[src/rtl/clk1_capture_fifo.sv]
// clk1_capture_fifo
//   clk_1-domain capture stage in front of the CRC datapath. Words offered on
//   in_valid are queued in a DEPTH-entry register FIFO. The head entry is
//   presented to the clk_2 CDC bridge through a valid/ready handshake.
//   The block also reports occupancy, a full flag and a sticky overflow flag.
//
//   Build option: define CLK1_FLAG_TOGGLE_EN to make clk1_flag a level that
//   toggles on every pop, which suits a 2-flop synchronizer plus an edge
//   detector on the clk_2 side. With the macro undefined, clk1_flag is a
//   1-cycle pulse that follows each pop. The port list is the same in both
//   builds.
module clk1_capture_fifo #(
    parameter int MSG_W  = 60,
    parameter int MODE_W = 1,
    parameter int DEPTH  = 4,
    parameter int CNT_W  = $clog2(DEPTH) + 1
) (
    input  logic              clk_1,
    input  logic              rst_n,
    input  logic              in_valid,
    input  logic [MSG_W-1:0]  message,
    input  logic [MODE_W-1:0] mode,
    input  logic              CRC,
    input  logic              ovf_clr,
    input  logic              out_ready,
    output logic [MSG_W-1:0]  clk1_message,
    output logic [MODE_W-1:0] clk1_mode,
    output logic              clk1_CRC,
    output logic              clk1_valid,
    output logic              clk1_flag,
    output logic              full,
    output logic              overflow,
    output logic [CNT_W-1:0]  count
);

    localparam int PTR_W   = $clog2(DEPTH);
    localparam int ENTRY_W = MSG_W + MODE_W + 1;

    localparam logic [PTR_W-1:0] PTR_ONE   = PTR_W'(1);
    localparam logic [CNT_W-1:0] CNT_ONE   = CNT_W'(1);
    localparam logic [CNT_W-1:0] CNT_DEPTH = CNT_W'(DEPTH);

    logic [ENTRY_W-1:0] mem_q [DEPTH];
    logic [PTR_W-1:0]   wr_ptr_q, wr_ptr_d;
    logic [PTR_W-1:0]   rd_ptr_q, rd_ptr_d;
    logic [CNT_W-1:0]   count_q, count_d;
    logic               ovf_q, ovf_d;
    logic               flag_q, flag_d;

    logic               push;
    logic               pop;
    logic               drop;
    logic [ENTRY_W-1:0] head;

    // Handshake qualification: a full FIFO still accepts a word when the head
    // leaves in the same cycle, so no slot is wasted on back-to-back traffic.
    always_comb begin
        pop  = clk1_valid && out_ready;
        push = in_valid && (!full || pop);
        drop = in_valid && !push;
    end

    // Next-state for pointers, occupancy, sticky overflow and pop flag.
    always_comb begin
        wr_ptr_d = wr_ptr_q;
        rd_ptr_d = rd_ptr_q;
        count_d  = count_q;
        ovf_d    = ovf_q;

        if (push) wr_ptr_d = wr_ptr_q + PTR_ONE;
        if (pop)  rd_ptr_d = rd_ptr_q + PTR_ONE;

        if (push && !pop)
            count_d = count_q + CNT_ONE;
        else if (pop && !push)
            count_d = count_q - CNT_ONE;

        // A dropped word outranks a clear so that no loss goes unreported.
        if (drop)
            ovf_d = 1'b1;
        else if (ovf_clr)
            ovf_d = 1'b0;

`ifdef CLK1_FLAG_TOGGLE_EN
        flag_d = flag_q ^ pop;
`else
        flag_d = pop;
`endif
    end

    // State and storage registers. The reset clears the storage so that the
    // head outputs read zero after reset.
    always_ff @(posedge clk_1) begin
        if (!rst_n) begin
            wr_ptr_q <= '0;
            rd_ptr_q <= '0;
            count_q  <= '0;
            ovf_q    <= 1'b0;
            flag_q   <= 1'b0;
            for (int i = 0; i < DEPTH; i++) begin
                mem_q[i] <= '0;
            end
        end else begin
            wr_ptr_q <= wr_ptr_d;
            rd_ptr_q <= rd_ptr_d;
            count_q  <= count_d;
            ovf_q    <= ovf_d;
            flag_q   <= flag_d;
            if (push) begin
                mem_q[wr_ptr_q] <= {message, mode, CRC};
            end
        end
    end

    // The head outputs are a mux over registered storage only. There is no
    // path from the input side to these outputs.
    always_comb begin
        head         = mem_q[rd_ptr_q];
        clk1_message = head[ENTRY_W-1 -: MSG_W];
        clk1_mode    = head[MODE_W:1];
        clk1_CRC     = head[0];
        clk1_valid   = (count_q != '0);
        full         = (count_q == CNT_DEPTH);
        overflow     = ovf_q;
        clk1_flag    = flag_q;
        count        = count_q;
    end

endmodule

[config.mk]
export PLATFORM = sky130hd
export DESIGN_NAME = clk1_capture_fifo
export DESIGN_NICKNAME = d
export VERILOG_FILES = /design/src/rtl/clk1_capture_fifo.sv
export SDC_FILE = /design/constraint.sdc
export NUM_CORES = 1
export LEC_CHECK = 0
export CAP_MARGIN = 20
export CORE_MARGIN = 3
export CORE_UTILIZATION = 35
export CTS_BUF_LIST = sky130_fd_sc_hd__clkbuf_8
export CTS_CLUSTER_SIZE = 28
export DETAILED_ROUTE_END_ITERATION = 8
export GPL_TIMING_DRIVEN = 0
export PLACE_DENSITY = 0.58
export SYNTH_ARGS = -nofsm -noshare
export SYNTH_HDL_FRONTEND = slang
export SYNTH_SLANG_ARGS = --single-unit
[constraint.sdc]
create_clock -name clk_1 -period 7.3 [get_ports clk_1]
set_clock_uncertainty 0.05 [all_clocks]
set_input_delay 0.73 -clock clk_1 [delete_from_list [all_inputs] [get_ports clk_1]]
set_output_delay 0.73 -clock clk_1 [all_outputs]
set_load 0.05 [all_outputs]
==> results of run 1 <==
metrics by stage:
step                      setup TNS, ns  cell area [sq um]  hold WS [ns]  cells
after floorplan                       0              11200         0.458    656
after global placement          -858.60              13100         0.430   1187
after detailed placement              0              13300         0.432   1197
after CTS                             0              14100         0.440   1278
after global routing                  0              14100         0.455   1279
final                                 0              14100         0.432   1279
cell usage in the layout, fill, tap and decap left out, types with 6 or more instances in the layout:
cell type and n:
clkinv_1 11, mux4_2 62, buf_6 7, dfxtp_1 11, and2_1 253, buf_12 6
edfxtp_1 248, clkbuf_1 21, inv_1 21, clkbuf_2 6, clkbuf_8 45, clkdlybuf4s50_1 135
buf_2 6
layer usage:
metal	global-route usage, %	vias up
li1	-	2835
met1	20.8	2989
met2	24.2	169
met3	2.81	36
met4	4.05	0
met5	0	-
cell type report:
class	instances	area, sq um
diodes	1	2.50
plain buffers	40	218
clock buffers	45	619
clock inverters	36	180
fillers	2773	16900
inverters	4	15.0
multi-input cells	353	3350
flip-flops and latches	259	7670
well taps	396	495
repair buffers	145	1580
worst max-delay path, stage by stage (launching register included):
cell             delay (ns)
dfxtp_1                0.30
clkbuf_1               0.45
buf_2                  0.47
mux4_2                 0.60
clkdlybuf4s50_1        0.72
flip-flops by register name (all words and copies together), names as in the netlist, named ones only:
| name | cells |
|---|---|
| clk1_flag | 1 |
| count | 3 |
| mem_q | 248 |
| overflow | 1 |
| rd_ptr_q | 2 |
| wr_ptr_q | 2 |
power by group through the flow:
stage	clock network, mW	logic (mW)	registers (mW)
floorplan	0	1.01	1.90
global route	1.29	1.61	1.85
global placement	0	1.52	1.90
detailed placement	0	1.55	1.87
CTS	1.22	1.56	1.84
finish	1.18	1.52	1.84
kinds of logic (layout without fill, tap and decap cells):
| group | Yosys count | after routing | share of synthesized area (%) |
|---|---|---|---|
| AO/OA/AOI/OAI | 12 | 12 | 0.681 |
| XOR/XNOR | 4 | 4 | 0.313 |
| adder cells (fa/ha/maj) | 2 | 2 | 0.290 |
| buffers and inverters | 44 | 270 | 2.08 |
| flip-flops | 259 | 259 | 68.4 |
| multiplexers | 63 | 63 | 12.5 |
| other | 0 | 1 | 0 |
| AND/OR/NAND/NOR | 272 | 272 | 15.7 |
path summary, 6_finish.rpt:
kind,end,slack (ns),cells after the start
max,clk1_message[20],3.43,4
min,overflow$_SDFFE_PN0P_,0.43,2
max reg2reg,count[2]$_SDFFE_PN0P_,4.80,9
min reg2reg,overflow$_SDFFE_PN0P_,0.43,2
==> reports/metrics.csv, run 1 <==
metric,value,unit
first-pass GRT wire length,38.7,mm
Met1 Wirelength,11.0,mm
PortBufs,135,
Yosys reg bits,259,
TritonCTS clock tree,done,
number of rows in the core area,64,
type of destination of the critical path,primary output,
number of remaining DRC errors,0,
effective utilization at floorplan,36.1,%
origin of the worst min-delay path,overflow$_SDFFE_PN0P_,
Post CTS Setup Buffer Count,0,
count of pins over their slew limit,0,
CP Launch Type,flip-flop,
gate count after technology mapping,656,
highest clock frequency the design can meet,258,MHz
result of the run,"finished, final reports clean",
internal power summed over all cells,2.99,mW
synthesized area per cell,17.1,sq um
fin crit period,3.87,ns
worst hold-check path type,reg2reg,
worst slew pin tran,0.945,ns
Synth Flop Type,edfxtp_1,
Fin. Hold Viols,0,
share of power burned in registers,40.4,%
power density over cell area,321,mW/mm^2
clock-pin slew on the worst setup and hold paths,0.05,ns
Final Util,45.5,%
detailed-placement wirelength estimate,15.9,mm
WP data arrival,3.09,ns
number of max-cap violations,0,
type of the worst setup path,reg2out,
fraction of final layout cells with drive strength greater than 1,17.5,%
share of flip-flops with an asynchronous set or reset after synthesis,0,%
top cell type's share of synthesized area,66.4,%
worst setup slack after placement,3.87,ns
"EDFF count, synth",248,
Met2 Routed Length,12.2,mm
Tcrit/Tclk final,53.0,%
switching power summed over all nets,1.55,mW
"Clk Latency, worst-skew pair",0.54,ns
area growth from synthesis to layout,26.1,%
Max transition margin,36.8,%
Pre-Repair DR Iteration Count,7,
sum of routed wire length over all layers,25.0,mm
CTS H-Tree Depth,2,
post-route setup slack,3.43,ns
"sum of internal, switching and leakage power",4.54,mW
Clock Sink Count,259,
total via count after detailed routing,6029,
CP required,6.52,ns
total routing resource utilization after global routing,14.9,%
Clock Power Share,26.0,%
Via density,4.71,
number of setup violations in the final report,0,
CTS-repair resized insts,0,
Die Area,0.0342,sq mm
Peak VDD IR,0.000175,V
synth top area cells,"edfxtp_1, and2_1, mux4_2, dfxtp_1, buf_6",
Netlist Area Pre-Place,0.0112,sq mm
maximum number of pins on one net before global-route repair,24,
routed length per placed instance,19.6,um
cell accounting for the most synthesized area,edfxtp_1,
core area,0.0311,sq mm
number of global-route vias before repair,6624,
initial DRC count,336,
Longest Clk Path Bufs,3,
number of warnings issued by yosys,0,
total congestion overflow,0,
top-count cell post-synth,and2_1,
CTS buffer count,45,
CTS Hold Bufs,0,
count of unique library cells instantiated by Yosys,33,
met3 routed wirelength,1.33,mm
fraction of the yosys area taken by sequential cells,68.4,%
Static Leak,5.11,nW
beginning of the worst register-to-register path,count[0]$_SDFFE_PN0P_,
number of nets with antenna violations after detailed routing,0,
placer's final routability congestion estimate,0.689,
nets@finish,917,
Post-synth top cells,"and2_1, edfxtp_1, mux4_2, clkbuf_1, dfxtp_1",
maximum net fanout on the critical path,10,
part of the total power dissipated in combinational logic,33.5,%
highest signal layer in the routed design,met4,
top-level I/O count,136,
Die H,185,um
setup repair after global routing missed its margin,no,
cell chosen for the clock root,clkbuf_8,
initial antenna violation count,1,
net switching share of the total power,34.1,%
post-synth net total,725,
width of the chip,185,um
No activity file was read; power rests on OpenSTA's default activity.
==> run 2: changes to the inputs <==
Settings changed: PLACE_DENSITY 0.58 to 0.6.
Clock period 7.3 ns to 3.5 ns, I/O delays scaled along.
==> run 2 against run 1 <==
Sequential share of layout area decreased by 0.27 points. Combinational power rose by 110%. Critical path depth decreased by 1. Count of clock-buffer cells in the layout up 2. Global-route usage increased by 0.053 points. First-iteration DRC count decreased by 11%. Utilization rose by 0.23 points. Largest power group unchanged. Critical endpoint is now clk1_message[48]. Flip-flop and latch count stayed put. Via count increased by 0.27%. Hold slack worse by 0.0083 ns.
==> reports/metrics.csv, run 2 (synthesis results as in run 1) <==
metric,value,unit,change
total via count after detailed routing,6045,,"was 6,029"
highest clock frequency the design can meet,306,MHz,
total routing resource utilization after global routing,15.0,%,was 14.9%
worst slew pin tran,0.887,ns,was 0.945 ns
placer's final routability congestion estimate,0.703,,was 0.689
Peak VDD IR,0.000518,V,was 0.000175 V
Pre-Repair DR Iteration Count,6,,was 7
origin of the worst min-delay path,ovf_clr,,was overflow$_SDFFE_PN0P_
most frequent cells in the layout,"and2_1, edfxtp_1, clkdlybuf4s50_1",,unchanged
detailed-placement wirelength estimate,15.8,mm,was 15.9 mm
Fin Hold WS,0.423,ns,was 0.432 ns
Die H,185,um,unchanged
Final Util,45.7,%,was 45.5%
end point of the most critical hold path,overflow$_SDFFE_PN0P_,,unchanged
number of setup violations in the final report,0,,unchanged
WP data arrival,2.87,ns,was 3.09 ns
part of the total power dissipated in combinational logic,32.8,%,was 33.5%
Max transition margin,40.6,%,was 36.8%
number of nets with antenna violations after detailed routing,0,,unchanged
TritonCTS clock tree,done,,unchanged
FF/Latch Area,0.00767,sq mm,unchanged
Via density,4.74,,was 4.71
share of power burned in registers,39.8,%,was 40.4%
Longest Clk Path Bufs,3,,unchanged
worst hold-check path type,in2reg,,was reg2reg
sum of routed wire length over all layers,25.2,mm,was 25.0 mm
core area,0.0311,sq mm,unchanged
CTS buffer count,45,,unchanged
effective utilization at floorplan,36.1,%,unchanged
number of global-route vias before repair,6757,,"was 6,624"
type of destination of the critical path,primary output,,unchanged
initial antenna violation count,1,,unchanged
number of remaining DRC errors,0,,unchanged
count of pins over their slew limit,0,,unchanged
diodes inserted,0,,was 1
worst reg2reg endpoint,count[2]$_SDFFE_PN0P_,,unchanged
"reg-to-reg slack, setup",1.02,ns,was 4.80 ns
maximum number of pins on one net before global-route repair,23,,was 24
top-level I/O count,136,,unchanged
placed instance count,1197,,unchanged
CP required,3.10,ns,was 6.52 ns
fraction of final layout cells with drive strength greater than 1,18.5,%,was 17.5%
nets@finish,916,,was 917
cell chosen for the clock root,clkbuf_8,,unchanged
"count of placed standard cells in the final layout, fillers left out",1275,,"was 1,279"
Die Area,0.0342,sq mm,unchanged
result of the run,"finished, final reports clean",,unchanged
maximum net fanout on the critical path,10,,unchanged
beginning of the worst register-to-register path,count[0]$_SDFFE_PN0P_,,unchanged
number of max-cap violations,0,,unchanged
fin crit period,3.27,ns,
PortBufs,135,,unchanged
Clock Sink Count,259,,unchanged
width of the chip,185,um,unchanged
register with the most flip-flops,mem_q,,unchanged
internal power summed over all cells,6.43,mW,was 2.99 mW
clock-pin slew on the worst setup and hold paths,0.05,ns,about the same
fill cell count,2847,,"was 2,773"
switching power summed over all nets,3.23,mW,was 1.55 mW
CTS H-Tree Depth,2,,unchanged
CP Launch Type,flip-flop,,unchanged
total congestion overflow,0,,unchanged
Static Leak,5.17,nW,was 5.11 nW
type of the worst setup path,reg2out,,unchanged
r2r worst-path depth,9,,unchanged
max reg flops,248,,unchanged
"Clk Latency, worst-skew pair",0.52,ns,was 0.54 ns
number of rows in the core area,64,,unchanged
CTS Hold Bufs,0,,unchanged
first-pass GRT wire length,38.9,mm,was 38.7 mm
initial DRC count,300,,was 336
Clock Power Share,27.4,%,was 26.0%
net switching share of the total power,33.4,%,was 34.1%
power density over cell area,680,mW/mm^2,was 321 mW/mm^2
area occupied by multi-input gates,0.00335,sq mm,unchanged
WHS Path Cells,3,,was 2
Tcrit/Tclk final,93.5,%,
routed length per placed instance,19.8,um,was 19.6 um
"leading cell type in the layout, fill and taps excluded",and2_1,,unchanged
Fin. Hold Viols,0,,unchanged
final sum of negative setup slack,0,ns,unchanged
area growth from synthesis to layout,26.7,%,was 26.1%
-- run 2: critical path: stages (launching register included) --
cell and delay (ns):
dfxtp_1 0.59, buf_2 0.45, mux4_2 0.59, clkdlybuf4s50_1 0.72
-- run 2: power by group through the flow --
| stage | Clock [mW] | Sequential (mW) | Combinational, mW |
|---|---|---|---|
| finish | 2.65 | 3.85 | 3.17 |
| global route | 2.88 | 3.88 | 3.34 |
| CTS | 2.73 | 3.85 | 3.23 |
| detailed placement | 0 | 3.89 | 3.25 |
| global placement | 0 | 3.92 | 3.17 |
| floorplan | 0 | 3.94 | 2.11 |
-- run 2: how the worst max path moves through the flow --
stage,from,to,slack (ns),depth (start not counted)
2_1_floorplan,count[0]$_SDFFE_PN0P_,mem_q[1][0]$_SDFFCE_PN0P_,-1.01,3
3_3_place_gp,out_ready,mem_q[1][21]$_SDFFCE_PN0P_,-3.73,4
3_5_place_dp,flip-flop,clk1_mode,0.44,4
4_1_cts,flip-flop,clk1_message[43],0.004,4
5_1_grt,flip-flop,clk1_message[48],-0.0006,3
6_report,flip-flop,clk1_message[48],0.23,3
-- run 2: repair_timing --
action,CTS,global route
endpoints found under the hold margin,0,0
resized for setup,3,8
setup buffers,0,0
endpoints found under the setup margin,60,25
pin swaps,0,0
-- run 2: through the flow --
step	area (sq um)	power (mW)	setup WS [ns]
floorplan	11200	6.05	-1.01
global placement	13100	7.09	-3.73
detailed placement	13300	7.14	0.443
CTS	14200	9.81	0.00414
global route	14200	10.1	-0.000570
finish	14200	9.66	0.229
-- run 2: final cells by class --
class / count / share of cell area (%)
inverter: 4 / 0.106
multi-input combinational: 353 / 23.6
buffer: 39 / 1.59
tap: 396 / 3.49
sequential: 259 / 54.0
clock inverter: 32 / 1.47
timing repair buffer: 145 / 11.2
clock buffer: 47 / 4.55
-- run 2: per-layer routing --
layer	GRT usage, %	share of wire [%]	up-vias
li1	-	-	2820
met1	19.1	43	3036
met2	26.1	50	141
met3	3.24	4.5	46
met4	3.78	1.9	2
met5	0	0.079	-
